`src/rtl/obj_pkg.sv`:
```
// Shared definitions for the OBJ scanline writer: OAM attribute bit positions,
// buffer word layout, FSM states and the shape/size lookup.
package obj_pkg;

    localparam int A0_Y_LSB     = 0;
    localparam int A0_AFFINE    = 8;
    localparam int A0_DISABLE   = 9;
    localparam int A0_MODE_LSB  = 10;
    localparam int A0_MOSAIC    = 12;
    localparam int A0_BPP8      = 13;
    localparam int A0_SHAPE_LSB = 14;

    localparam int A1_X_LSB     = 0;
    localparam int A1_HFLIP     = 12;
    localparam int A1_VFLIP     = 13;
    localparam int A1_SIZE_LSB  = 14;

    localparam int A2_TILE_LSB  = 0;
    localparam int A2_PRIO_LSB  = 10;
    localparam int A2_PAL_LSB   = 12;

    localparam int WD_IDX_LSB   = 0;
    localparam int WD_PRIO_LSB  = 8;
    localparam int WD_WINDOW    = 14;
    localparam int WD_SEMI      = 15;

    typedef enum logic [2:0] {
        ST_IDLE,
        ST_CLEAR,
        ST_OAM_RD,
        ST_EVAL,
        ST_PIX,
        ST_NEXT,
        ST_DONE
    } state_e;

    typedef struct packed {
        logic       ok;
        logic [6:0] w;
        logic [6:0] h;
    } obj_dim_t;

    // Sprite fields still needed once the pixel loop starts.
    typedef struct packed {
        logic [8:0] x;
        logic       hflip;
        logic       vflip;
        logic       bpp8;
        logic [1:0] mode;
        logic [9:0] tile;
        logic [1:0] prio;
        logic [3:0] pal;
    } obj_attr_t;

    function automatic obj_dim_t size_lut(input logic [1:0] shape, input logic [1:0] size);
        obj_dim_t d;
        d.ok = 1'b1;
        d.w  = 7'd8;
        d.h  = 7'd8;
        case (shape)
            2'b00: begin
                d.w = 7'd8 << size;
                d.h = 7'd8 << size;
            end
            2'b01, 2'b10: begin
                case (size)
                    2'd0:    begin d.w = 7'd16; d.h = 7'd8;  end
                    2'd1:    begin d.w = 7'd32; d.h = 7'd8;  end
                    2'd2:    begin d.w = 7'd32; d.h = 7'd16; end
                    default: begin d.w = 7'd64; d.h = 7'd32; end
                endcase
                if (shape == 2'b10) begin
                    d.w = d.h;
                    d.h = (size == 2'd0) ? 7'd16 : (size == 2'd3) ? 7'd64 : 7'd32;
                end
            end
            default: d.ok = 1'b0;
        endcase
        return d;
    endfunction

endpackage

```
`src/rtl/obj_row_writer_if.sv`:
```
// Bus bundle between the OBJ row writer, its OAM/VRAM memories and the row buffer.
interface obj_row_writer_if;
    logic [6:0]  oam_addr;
    logic [47:0] oam_rdata;
    logic [14:0] vram_addr;
    logic [7:0]  vram_rdata;
    logic [7:0]  buf_row;
    logic [7:0]  wcol;
    logic [19:0] wdata;
    logic        we;
    logic        clear;
    logic        transparent;
    logic        palettemode;
    logic        busy;
    logic        done;

    modport master (
        output oam_addr, input oam_rdata,
        output vram_addr, input vram_rdata,
        output buf_row, wcol, wdata, we, clear, transparent, palettemode, busy, done
    );

    modport slave (
        input oam_addr, output oam_rdata,
        input vram_addr, output vram_rdata,
        input buf_row, wcol, wdata, we, clear, transparent, palettemode, busy, done
    );
endinterface

```
`src/rtl/obj_tile_addr.sv`:
```
// Combinational tile fetch address for one sprite pixel, plus decode of the
// returned VRAM byte into a colour index and transparency flag.
module obj_tile_addr (
    input  logic        bpp8_i,
    input  logic        hflip_i,
    input  logic        vflip_i,
    input  logic        obj_1d_i,
    input  logic [9:0]  tile_i,
    input  logic [3:0]  pal_i,
    input  logic [6:0]  w_i,
    input  logic [6:0]  h_i,
    input  logic [6:0]  px_i,
    input  logic [5:0]  dy_i,
    input  logic [7:0]  byte_i,
    input  logic        hi_nib_i,
    output logic [14:0] vram_addr_o,
    output logic        sx0_o,
    output logic [7:0]  idx_o,
    output logic        transparent_o
);
    logic [5:0] sx, sy, stride, off;
    logic [9:0] ty_term, tx_term, u;
    logic [3:0] nib;

    assign sx = hflip_i ? 6'(w_i - 7'd1 - px_i) : px_i[5:0];
    assign sy = vflip_i ? 6'(h_i - 7'd1 - {1'b0, dy_i}) : dy_i;

    assign stride  = obj_1d_i ? (bpp8_i ? {1'b0, w_i[6:3], 1'b0} : {2'b00, w_i[6:3]}) : 6'd32;
    assign ty_term = 10'({7'b0, sy[5:3]} * {4'b0, stride});
    assign tx_term = bpp8_i ? {6'b0, sx[5:3], 1'b0} : {7'b0, sx[5:3]};
    // Only u mod 1024 matters: u*32 wraps at the 32 KB VRAM boundary.
    assign u       = tile_i + ty_term + tx_term;
    assign off     = bpp8_i ? ({sy[2:0], 3'b000} + {3'b000, sx[2:0]})
                            : ({1'b0, sy[2:0], 2'b00} + {4'b0000, sx[2:1]});

    assign vram_addr_o   = {u, 5'b00000} + {9'b0, off};
    assign sx0_o         = sx[0];
    assign nib           = hi_nib_i ? byte_i[7:4] : byte_i[3:0];
    assign idx_o         = bpp8_i ? byte_i : {pal_i, nib};
    assign transparent_o = bpp8_i ? (byte_i == 8'h00) : (nib == 4'h0);
endmodule

```
`src/rtl/obj_row_writer.sv`:
```
// Per-scanline OBJ rasterizer: clears the target row, scans OAM in order and
// streams one buffer write per pixel of every sprite that covers the line.
module obj_row_writer
    import obj_pkg::*;
#(
    parameter int NUM_OBJ  = 128,
    parameter int SCREEN_W = 240
) (
    input  logic             clock,
    input  logic             reset,
    input  logic             start,
    input  logic [7:0]       row,
    input  logic             obj_1d,
    obj_row_writer_if.master bus
);
    localparam logic [7:0] LAST_OBJ   = 8'(NUM_OBJ - 1);
    localparam logic [9:0] SCREEN_W10 = 10'(SCREEN_W);

    state_e     state_q, state_d;
    logic [7:0] n_q, n_d, row_q, row_d, wcol_q, wcol_d;
    obj_attr_t  attr_q, attr_d;
    logic [6:0] w_q, w_d, h_q, h_d, px_q, px_d;
    logic [5:0] dy_q, dy_d;
    logic       wr_q, wr_d, we_q, we_d, hi_q, hi_d;

    logic [15:0] oam_a0, oam_a1, oam_a2;
    obj_dim_t    dim;
    logic [7:0]  dy_raw, pix_idx;
    logic [9:0]  col;
    logic [14:0] pix_addr;
    logic        skip, sx0, pix_tr, unused_attr_bits;
    logic [19:0] wdata_c;

    assign oam_a0 = bus.oam_rdata[15:0];
    assign oam_a1 = bus.oam_rdata[31:16];
    assign oam_a2 = bus.oam_rdata[47:32];
    assign unused_attr_bits = ^{oam_a0[A0_MOSAIC], oam_a1[11:9]};

    assign dim    = size_lut(oam_a0[A0_SHAPE_LSB +: 2], oam_a1[A1_SIZE_LSB +: 2]);
    assign dy_raw = row_q - oam_a0[A0_Y_LSB +: 8];
    assign skip   = oam_a0[A0_AFFINE] | oam_a0[A0_DISABLE] | (oam_a0[A0_MODE_LSB +: 2] == 2'b11)
                  | ~dim.ok | (dy_raw >= {1'b0, dim.h});
    assign col    = {attr_q.x[8], attr_q.x} + {3'b000, px_q};

    obj_tile_addr u_tile_addr (
        .bpp8_i        (attr_q.bpp8),
        .hflip_i       (attr_q.hflip),
        .vflip_i       (attr_q.vflip),
        .obj_1d_i      (obj_1d),
        .tile_i        (attr_q.tile),
        .pal_i         (attr_q.pal),
        .w_i           (w_q),
        .h_i           (h_q),
        .px_i          (px_q),
        .dy_i          (dy_q),
        .byte_i        (bus.vram_rdata),
        .hi_nib_i      (hi_q),
        .vram_addr_o   (pix_addr),
        .sx0_o         (sx0),
        .idx_o         (pix_idx),
        .transparent_o (pix_tr)
    );

    always_comb begin
        state_d = state_q;
        n_d     = n_q;
        row_d   = row_q;
        attr_d  = attr_q;
        w_d     = w_q;
        h_d     = h_q;
        dy_d    = dy_q;
        px_d    = px_q;
        wr_d    = 1'b0;
        we_d    = 1'b0;
        wcol_d  = wcol_q;
        hi_d    = hi_q;
        unique case (state_q)
            ST_IDLE: begin
                if (start) begin
                    row_d   = row;
                    n_d     = '0;
                    state_d = ST_CLEAR;
                end
            end
            ST_CLEAR:  state_d = ST_OAM_RD;
            ST_OAM_RD: state_d = ST_EVAL;
            ST_EVAL: begin
                if (skip) begin
                    state_d = ST_NEXT;
                end else begin
                    attr_d.x     = oam_a1[A1_X_LSB +: 9];
                    attr_d.hflip = oam_a1[A1_HFLIP];
                    attr_d.vflip = oam_a1[A1_VFLIP];
                    attr_d.bpp8  = oam_a0[A0_BPP8];
                    attr_d.mode  = oam_a0[A0_MODE_LSB +: 2];
                    attr_d.tile  = oam_a2[A2_TILE_LSB +: 10];
                    attr_d.prio  = oam_a2[A2_PRIO_LSB +: 2];
                    attr_d.pal   = oam_a2[A2_PAL_LSB +: 4];
                    w_d          = dim.w;
                    h_d          = dim.h;
                    dy_d         = dy_raw[5:0];
                    px_d         = '0;
                    state_d      = ST_PIX;
                end
            end
            ST_PIX: begin
                // Address goes out now; the write for this pixel lands next cycle.
                wr_d   = 1'b1;
                we_d   = ~col[9] && (col < SCREEN_W10);
                wcol_d = col[7:0];
                hi_d   = sx0;
                px_d   = px_q + 7'd1;
                if (px_q == w_q - 7'd1) state_d = ST_NEXT;
            end
            ST_NEXT: begin
                n_d     = n_q + 8'd1;
                state_d = (n_q == LAST_OBJ) ? ST_DONE : ST_OAM_RD;
            end
            ST_DONE:  state_d = ST_IDLE;
            default:  state_d = ST_IDLE;
        endcase
    end

    always_ff @(posedge clock or posedge reset) begin
        if (reset) begin
            state_q <= ST_IDLE;
            n_q     <= '0;
            row_q   <= '0;
            attr_q  <= '0;
            w_q     <= '0;
            h_q     <= '0;
            dy_q    <= '0;
            px_q    <= '0;
            wr_q    <= 1'b0;
            we_q    <= 1'b0;
            wcol_q  <= '0;
            hi_q    <= 1'b0;
        end else begin
            state_q <= state_d;
            n_q     <= n_d;
            row_q   <= row_d;
            attr_q  <= attr_d;
            w_q     <= w_d;
            h_q     <= h_d;
            dy_q    <= dy_d;
            px_q    <= px_d;
            wr_q    <= wr_d;
            we_q    <= we_d;
            wcol_q  <= wcol_d;
            hi_q    <= hi_d;
        end
    end

    always_comb begin
        wdata_c = '0;
        if (wr_q) begin
            wdata_c[WD_IDX_LSB +: 8]  = pix_idx;
            wdata_c[WD_PRIO_LSB +: 2] = attr_q.prio;
            wdata_c[WD_WINDOW]        = (attr_q.mode == 2'b10);
            wdata_c[WD_SEMI]          = (attr_q.mode == 2'b01);
        end
    end

    assign bus.oam_addr    = n_q[6:0];
    assign bus.vram_addr   = (state_q == ST_PIX) ? pix_addr : '0;
    assign bus.buf_row     = row_q;
    assign bus.wcol        = wcol_q;
    assign bus.wdata       = wdata_c;
    assign bus.we          = we_q;
    assign bus.clear       = (state_q == ST_CLEAR);
    assign bus.transparent = wr_q & pix_tr;
    assign bus.palettemode = attr_q.bpp8;
    assign bus.busy        = (state_q != ST_IDLE);
    assign bus.done        = (state_q == ST_DONE);
endmodule

```
`src/flat_wrapper.sv`:
```
// flat-port wrapper written by rule: the top's interface ports become plain ports
module obj_row_writer_flat import obj_pkg::*;
#(
    parameter int NUM_OBJ  = 128,
    parameter int SCREEN_W = 240
)
  (clock, reset, start, row, obj_1d, bus_oam_addr, bus_oam_rdata, bus_vram_addr, bus_vram_rdata, bus_buf_row, bus_wcol, bus_wdata, bus_we, bus_clear, bus_transparent, bus_palettemode, bus_busy, bus_done);
  obj_row_writer_if bus_i ();
  input  logic clock;
  input  logic reset;
  input  logic start;
  input  logic [7:0] row;
  input  logic obj_1d;
  output wire logic [$bits(bus_i.oam_addr)-1:0] bus_oam_addr;
  input wire logic [$bits(bus_i.oam_rdata)-1:0] bus_oam_rdata;
  output wire logic [$bits(bus_i.vram_addr)-1:0] bus_vram_addr;
  input wire logic [$bits(bus_i.vram_rdata)-1:0] bus_vram_rdata;
  output wire logic [$bits(bus_i.buf_row)-1:0] bus_buf_row;
  output wire logic [$bits(bus_i.wcol)-1:0] bus_wcol;
  output wire logic [$bits(bus_i.wdata)-1:0] bus_wdata;
  output wire logic [$bits(bus_i.we)-1:0] bus_we;
  output wire logic [$bits(bus_i.clear)-1:0] bus_clear;
  output wire logic [$bits(bus_i.transparent)-1:0] bus_transparent;
  output wire logic [$bits(bus_i.palettemode)-1:0] bus_palettemode;
  output wire logic [$bits(bus_i.busy)-1:0] bus_busy;
  output wire logic [$bits(bus_i.done)-1:0] bus_done;
  assign bus_oam_addr = bus_i.oam_addr;
  assign bus_i.oam_rdata = bus_oam_rdata;
  assign bus_vram_addr = bus_i.vram_addr;
  assign bus_i.vram_rdata = bus_vram_rdata;
  assign bus_buf_row = bus_i.buf_row;
  assign bus_wcol = bus_i.wcol;
  assign bus_wdata = bus_i.wdata;
  assign bus_we = bus_i.we;
  assign bus_clear = bus_i.clear;
  assign bus_transparent = bus_i.transparent;
  assign bus_palettemode = bus_i.palettemode;
  assign bus_busy = bus_i.busy;
  assign bus_done = bus_i.done;
  obj_row_writer #(.NUM_OBJ(NUM_OBJ), .SCREEN_W(SCREEN_W)) u_core (.clock(clock), .reset(reset), .start(start), .row(row), .obj_1d(obj_1d), .bus(bus_i));
endmodule
```
`config.mk`:
```
export PLATFORM = sky130hd
export DESIGN_NAME = obj_row_writer_flat
export DESIGN_NICKNAME = d
export VERILOG_FILES = /design/src/rtl/obj_pkg.sv /design/src/rtl/obj_row_writer_if.sv /design/src/rtl/obj_tile_addr.sv /design/src/rtl/obj_row_writer.sv /design/src/flat_wrapper.sv
export SDC_FILE = /design/constraint.sdc
export NUM_CORES = 1
export LEC_CHECK = 0
export CORE_MARGIN = 4
export CORE_UTILIZATION = 27
export DETAILED_ROUTE_END_ITERATION = 8
export PLACE_DENSITY_LB_ADDON = 0.08
export SLEW_MARGIN = 20
export SYNTH_ARGS = -nofsm -noshare
export SYNTH_HDL_FRONTEND = slang
export SYNTH_SLANG_ARGS = --single-unit
```
`constraint.sdc`:
```
create_clock -name clock -period 6.9 [get_ports clock]
set_clock_uncertainty 0.05 [all_clocks]
set_input_delay 1.38 -clock clock [delete_from_list [all_inputs] [get_ports clock]]
set_output_delay 1.38 -clock clock [all_outputs]
set_load 0.01 [all_outputs]
```
Word-level counts from Yosys, hierarchy flattened
Cells that the tools add are included.
- $add $sub $neg: 13
- muxes and demuxes: 29
- bitwise gates (word level): 8
- $mul: 1
- magnitude comparators: 2
- shift-type cells: 1
- eq/ne operators: 19
- reduce and logical (&&, ||, !) cells: 16
- operators with widths (cell ; count):
    $pmux W14 S3 ; 1
    $pmux W14 S2 ; 1
    $mux W6 ; 4
    $mux W7 ; 3
    $pmux W3 S6 ; 1
    $mux W8 ; 2
    $pmux W8 S2 ; 1
    $add A15 B6 Y15 ; 1
    $mux W15 ; 1
    $mux W14 ; 1
    $pmux W7 S2 ; 1
    $sub A6 B6 Y6 ; 2
    $add A10 B4 Y10 ; 1
    $add A10 B9 Y10 ; 1
    $add A9 B8 Y10 ; 1
    $eq A2 B2 Y1 const B ; 5
    $lt A10 B8 Y1 const B ; 1
    $mux W10 ; 1
    $reduce_and A2 Y1 ; 5
    $eq A3 B3 Y1 const B ; 3
    $mul A3 B6 Y9 ; 1
    $mux W3 ; 3
    $add A8 B1 Y8 const B ; 1
    $eq A8 B7 Y1 const B ; 1
    30 further kinds ; 46
- input port bits: 68
- logic and storage cells: 108
- output and inout port bits: 64
- bits in registers: 86

Depth between registers and ports, before layout
- depth after elaboration: 9
- gate-level depth with buffers: 21
- depth with buffers taken out: 21

Hierarchy
A second synthesis with hierarchy kept.
- cells, all modules: 709
- area, all modules: 6796.5 um^2
- by module, submodules not included (module ; cells each ; instances ; sequential area each (um^2) ; area each (um^2)):
    obj_row_writer ; 466 ; 1 ; 2026.9 ; 4807.1
    obj_tile_addr ; 243 ; 1 ; 0.0 ; 1989.4

Worst setup path before layout
OpenSTA, ideal clock, no wires.
- kind: input-to-output
- start point: input obj_1d
- end point: output bus_vram_addr[14]
- cell stages on the path: 14
- slack: 103 ps
- path buffers: 1
- required time: 5470 ps
- arrival: 5367 ps
- cells stage by stage: clkbuf_1 > nand3b_1 > or2_2 > fa_1 > fa_1 > fa_1 > inv_1 > ha_1 > a211o_1 > a2111o_1 > o311ai_0 > and4_1 > nand3_1 > o21bai_1
- cells in the longest elaborated chain, start to end: 6
- RTL lines (element ; line ; RTL):
    from (decl) ; flat_wrapper.sv:13 ; input logic obj_1d;
    $mux W6 ; obj_tile_addr.sv:28 ; assign stride = obj_1d_i ? (bpp8_i ? {1'b0, w_i[6:3], 1'b0} : {2'b00, w_i[6:3]}) : 6'd32;
    $mul A3 B6 Y9 ; obj_tile_addr.sv:29 ; assign ty_term = 10'({7'b0, sy[5:3]} * {4'b0, stride});
    $add A10 B9 Y10 ; obj_tile_addr.sv:32 ; assign u = tile_i + ty_term + tx_term;
    $add A10 B4 Y10 ; obj_tile_addr.sv:32 ;
    $add A15 B6 Y15 ; obj_tile_addr.sv:36 ; assign vram_addr_o = {u, 5'b00000} + {9'b0, off};
    $mux W15 ; obj_row_writer.sv:165 ; assign bus.vram_addr = (state_q == ST_PIX) ? pix_addr : '0;
    to (decl) ; flat_wrapper.sv:16 ; output wire logic [$bits(bus_i.vram_addr)-1:0] bus_vram_addr;
No other way between the ends.

Worst setup path after layout
- start point: input obj_1d
- end point: output bus_vram_addr[12]
Same word-level chain as after synthesis.

==> impl_table.tex <==
\begin{tabular}{lr}
\hline
Metric & Value \\
\hline
\multicolumn{2}{l}{\textbf{Drt}} \\
\quad Post-DR vias/cell & 4.59 \\
\quad Count of vias placed by the detailed router & 5065 \\
\quad Starting DRC count in detailed routing & 158 \\
\quad Antenna Nets Post-Route & 0 \\
\quad Average wire length per cell after detail routing & 14.7 um \\
\quad Routed Wire Length & 16.2 mm \\
\quad Number of detailed-routing iterations run before antenna repair & 4 \\
\quad Residual DRC count & 0 \\
\multicolumn{2}{l}{\textbf{Critical path}} \\
\quad CP arrival & 5290 ps \\
\quad Type of element launching the critical path & input pin \\
\quad WS Path Type & input pin to output port \\
\quad Top fanout value on the critical path & 4 \\
\quad Required time of the worst setup path & 5470 ps \\
\quad Kind of end point of the critical path & output port \\
\multicolumn{2}{l}{\textbf{Global routing}} \\
\quad Pin count of the biggest net entering global routing & 81 \\
\quad Total Routing Usage GR & 0.130 \\
\quad Via count of the first global-routing pass & 5444 \\
\quad Initial antenna violation count & 0 \\
\quad Total global routing overflow & 0 \\
\quad GR peak layer & met2 \\
\quad Global routing met3 resource utilization & 0.0325 \\
\quad Met1 Use GR & 0.161 \\
\quad First-pass GRT wire length & 27.2 mm \\
\quad GR Util met2 & 0.224 \\
\multicolumn{2}{l}{\textbf{Placed design}} \\
\quad Number of I/O port buffers & 119 \\
\quad Final weighted congestion of routability-driven global placement & 0.822 \\
\quad Placed wire-length estimate after detailed placement & 12.4 mm \\
\quad Worst slack at placement & -776 ps \\
\multicolumn{2}{l}{\textbf{Pwr}} \\
\quad Switching pwr & 1.25 mW \\
\quad Max IR drop VDD & 0.153 mV \\
\quad Leak & 3.80 nW \\
\quad Share of total power in the clock network & 0.171 \\
\quad Power density over cell area & 373 nW/um\^{}2 \\
\quad Internal cell power & 1.85 mW \\
\quad Combinational power share & 0.571 \\
\quad Switching power share of the total & 0.403 \\
\quad Power share of the sequential group & 0.257 \\
\quad Overall power of the completed layout & 3.10 mW \\
\multicolumn{2}{l}{\textbf{Die}} \\
\quad Std cell rows & 55 \\
\quad Die H & 160 um \\
\quad IO Count & 132 \\
\quad Starting density of the core & 0.275 \\
\quad Die width & 160 um \\
\quad Floorplan core area & 22700 sq um \\
\quad DIE AREA & 25600 sq um \\
\multicolumn{2}{l}{\textbf{Yosys}} \\
\quad Number of warnings issued by yosys & 0 \\
\quad Asr flop ratio synth & 1.00 \\
\quad Average cell area after synthesis & 9.27 sq um \\
\quad Number of synthesized flops with an enable pin & 0 \\
\quad Portion of the post-synthesis area used by sequential elements & 0.321 \\
\quad Area share of the leading cell type in the synthesized netlist & 0.321 \\
\quad Mapped cell area & 6240 sq um \\
\quad Prevailing post-synth register cell & dfrtp\_1 \\
\quad Cell count after synthesis & 673 \\
\quad Number of distinct standard cells referenced by the synthesized netlist & 61 \\
\quad Largest cells by area after synthesis & dfrtp\_1 32\%, ha\_1 10\%, mux2\_2 7.4\%, fa\_1 5.5\%, nand2\_1 4.2\% \\
\quad Dominant cell type by area after synthesis & dfrtp\_1 \\
\quad Flip-flop and latch count after synthesis & 80 \\
\multicolumn{2}{l}{\textbf{Clock network}} \\
\quad Number of sinks driven by the clock tree & 80 \\
\quad Quantity of hold-fixing buffers added after cts & 0 \\
\quad Clock input transition at the sequential cells of the worst setup and hold paths & 70 ps \\
\quad Clock tree from TritonCTS & yes \\
\quad Inserted Clock Buffers & 9 \\
\quad Maximum level of the CTS H-tree & 3 \\
\quad Clock root buffer & clkbuf\_16 \\
\quad Clock latency at the later pin of the worst-skew pair & 350 ps \\
\quad Number of buffers between clock root and the deepest sink & 2 \\
\multicolumn{2}{l}{\textbf{Cells and area}} \\
\quad Fraction of final layout cells sized beyond drive strength 1 & 0.163 \\
\quad Util after Layout & 0.366 \\
\quad Net total in the final layout & 951 \\
\quad Relative area change from synthesis to final layout & 33.2\% \\
\quad Ant diodes & 0 \\
\quad Count of fill cells added during filler insertion & 2308 \\
\quad Commonest cells after routing, fill and taps aside & 111 x clkdlybuf4s50\_1, 80 x dfrtp\_1, 69 x nand2\_1, 54 x inv\_1, 50 x ha\_1 \\
\quad Leading cell type in the layout, fill and taps excluded & clkdlybuf4s50\_1 \\
\multicolumn{2}{l}{\textbf{Timing}} \\
\quad Setup slack of the critical path after layout & 175 ps \\
\quad Clock period minus worst slack & 6720 ps \\
\quad Fraction of the cycle the final worst path needs & 0.975 \\
\quad F\_max & 149 MHz \\
\quad Remaining max-slew budget at the tightest pin & 0.480 \\
\quad RSZ-0062 raised after global routing & yes \\
\quad Count of endpoints failing hold in the final timing report & 0 \\
\quad Actual slew at the worst max-slew pin & 780 ps \\
\quad Final number of max-transition violations & 0 \\
\quad Finish-stage setup viols & 0 \\
\multicolumn{2}{l}{\textbf{Job}} \\
\quad Max-capacitance violation count & 0 \\
\multicolumn{2}{l}{\textbf{Outcome}} \\
\quad Result of the run & finished clean \\
\multicolumn{2}{l}{\textbf{Worst hold path}} \\
\quad Hold WC Path Type & register to register \\
\hline
\end{tabular}
## registers in the layout, summed over array words and instances, names as in the netlist
register / flops
u_core.bus.wcol: 8
u_core.dy_q: 6
u_core.w_q: 4
u_core.wr_q: 1
u_core.bus.buf_row: 8
u_core.bus.we: 1
u_core.bus.palettemode: 1
u_core.px_q: 7
u_core.attr_q: 29
u_core.state_q: 3
u_core.n_q: 8
u_core.h_q: 3
u_core.hi_q: 1
## layout make-up
type	instances	area (sq um)	area share
well taps	285	357	0.0429
inverters	59	223	0.0268
clock buffers	9	225	0.0271
repair buffers	163	1520	0.183
multi-input cells	501	3890	0.468
clock inverters	6	92.6	0.0111
flip-flops and latches	80	2000	0.241
## repair_timing
| action | in CTS | in global routing |
|---|---|---|
| resized for setup | 27 | 16 |
| buffers inserted | 1 | 3 |
| setup endpoints to repair | 7 | 7 |
| cloned | 0 | 0 |
| pin swaps | 8 | 14 |
## stage by stage
stage / hold WS [ps] / cells / TNS, ps / cell area, sq um
floorplan: 390 / 680 / 0 / 6270
CTS: 432 / 1100 / 0 / 8230
detailed placement: 423 / 1084 / -3870 / 7890
finish: 425 / 1103 / 0 / 8310
global placement: 411 / 1084 / -3660 / 7890
global route: 446 / 1103 / -38.7 / 8310
## path summary, 6_finish.rpt
path                                             from                end  slack [ps]  cells past startpoint
worst max-delay path                           obj_1d  bus_vram_addr[12]         180                     16
max in group asynchronous                       reset  u_core.attr_q[14]        4760                      3
min in group asynchronous                       reset  u_core.attr_q[21]        1500                      3
worst min-delay path                    u_core.n_q[7]      u_core.n_q[7]         430                      1
worst max register to register  u_core.bus.buf_row[0]  u_core.attr_q[29]        2710                     17
worst min register to register          u_core.n_q[7]      u_core.n_q[7]         430                      1
## worst max-delay path: stages
cell and delay [ps]:
clkdlybuf4s15_2 210, nand2_1 70, or2_2 310, fa_1 560, fa_1 430, fa_1 500
inv_2 50, ha_1 280, a211o_1 300, a2111o_1 390, o311ai_2 100, and4_4 280
buf_4 110, xnor2_1 100, nor2_1 50, buf_2 150
## power by group through the flow
stage	Sequential, mW	Combinational (mW)	Clock, mW
after global routing	0.832	2.04	0.571
final	0.798	1.77	0.532
after global placement	0.805	1.68	0
after detailed placement	0.811	1.69	0
after CTS	0.804	1.74	0.558
after floorplan	0.757	1.11	0
## logic make-up after synthesis
family                     after synthesis  share of synthesized area
DFF                                     80                      0.321
xor gates and xnor gates                38                     0.0533
muxes                                   67                      0.117
adders and majority gates               69                      0.159
and+or+nand+nor                        213                      0.168
other                                    1                   0.000601
AOI/OAI and AO/OA                      106                      0.107
buffers and inverters                   99                     0.0742
## cells in the mapped netlist (4+ instances only)
cell,count
dfrtp_1,80
nand2_1,69
inv_1,58
ha_1,52
nor2_1,48
mux2_2,41
o21ai_0,35
a21oi_1,22
mux2i_1,22
xnor2_1,21
clkbuf_1,17
fa_1,17
nand3_1,17
xor2_1,17
buf_4,16
nor2b_1,15
nor3_1,12
and3_1,8
a21o_1,7
nand3b_1,6
nand4_1,6
o21a_1,6
or2_2,6
and2_1,5
nand2b_1,5
a211oi_1,4
a31oi_1,4
buf_6,4
mux2_1,4
## per-layer routing
metal  wire [um]  vias to the layer above  part of all wire
li1            -                     2567                 -
met1        7380                     2394              0.46
met2        7840                       88              0.49
met3         720                       16             0.045
met4         225                        0             0.014
met5           0                        -                 0
Note: power is estimated with default switching activity, not from simulation.
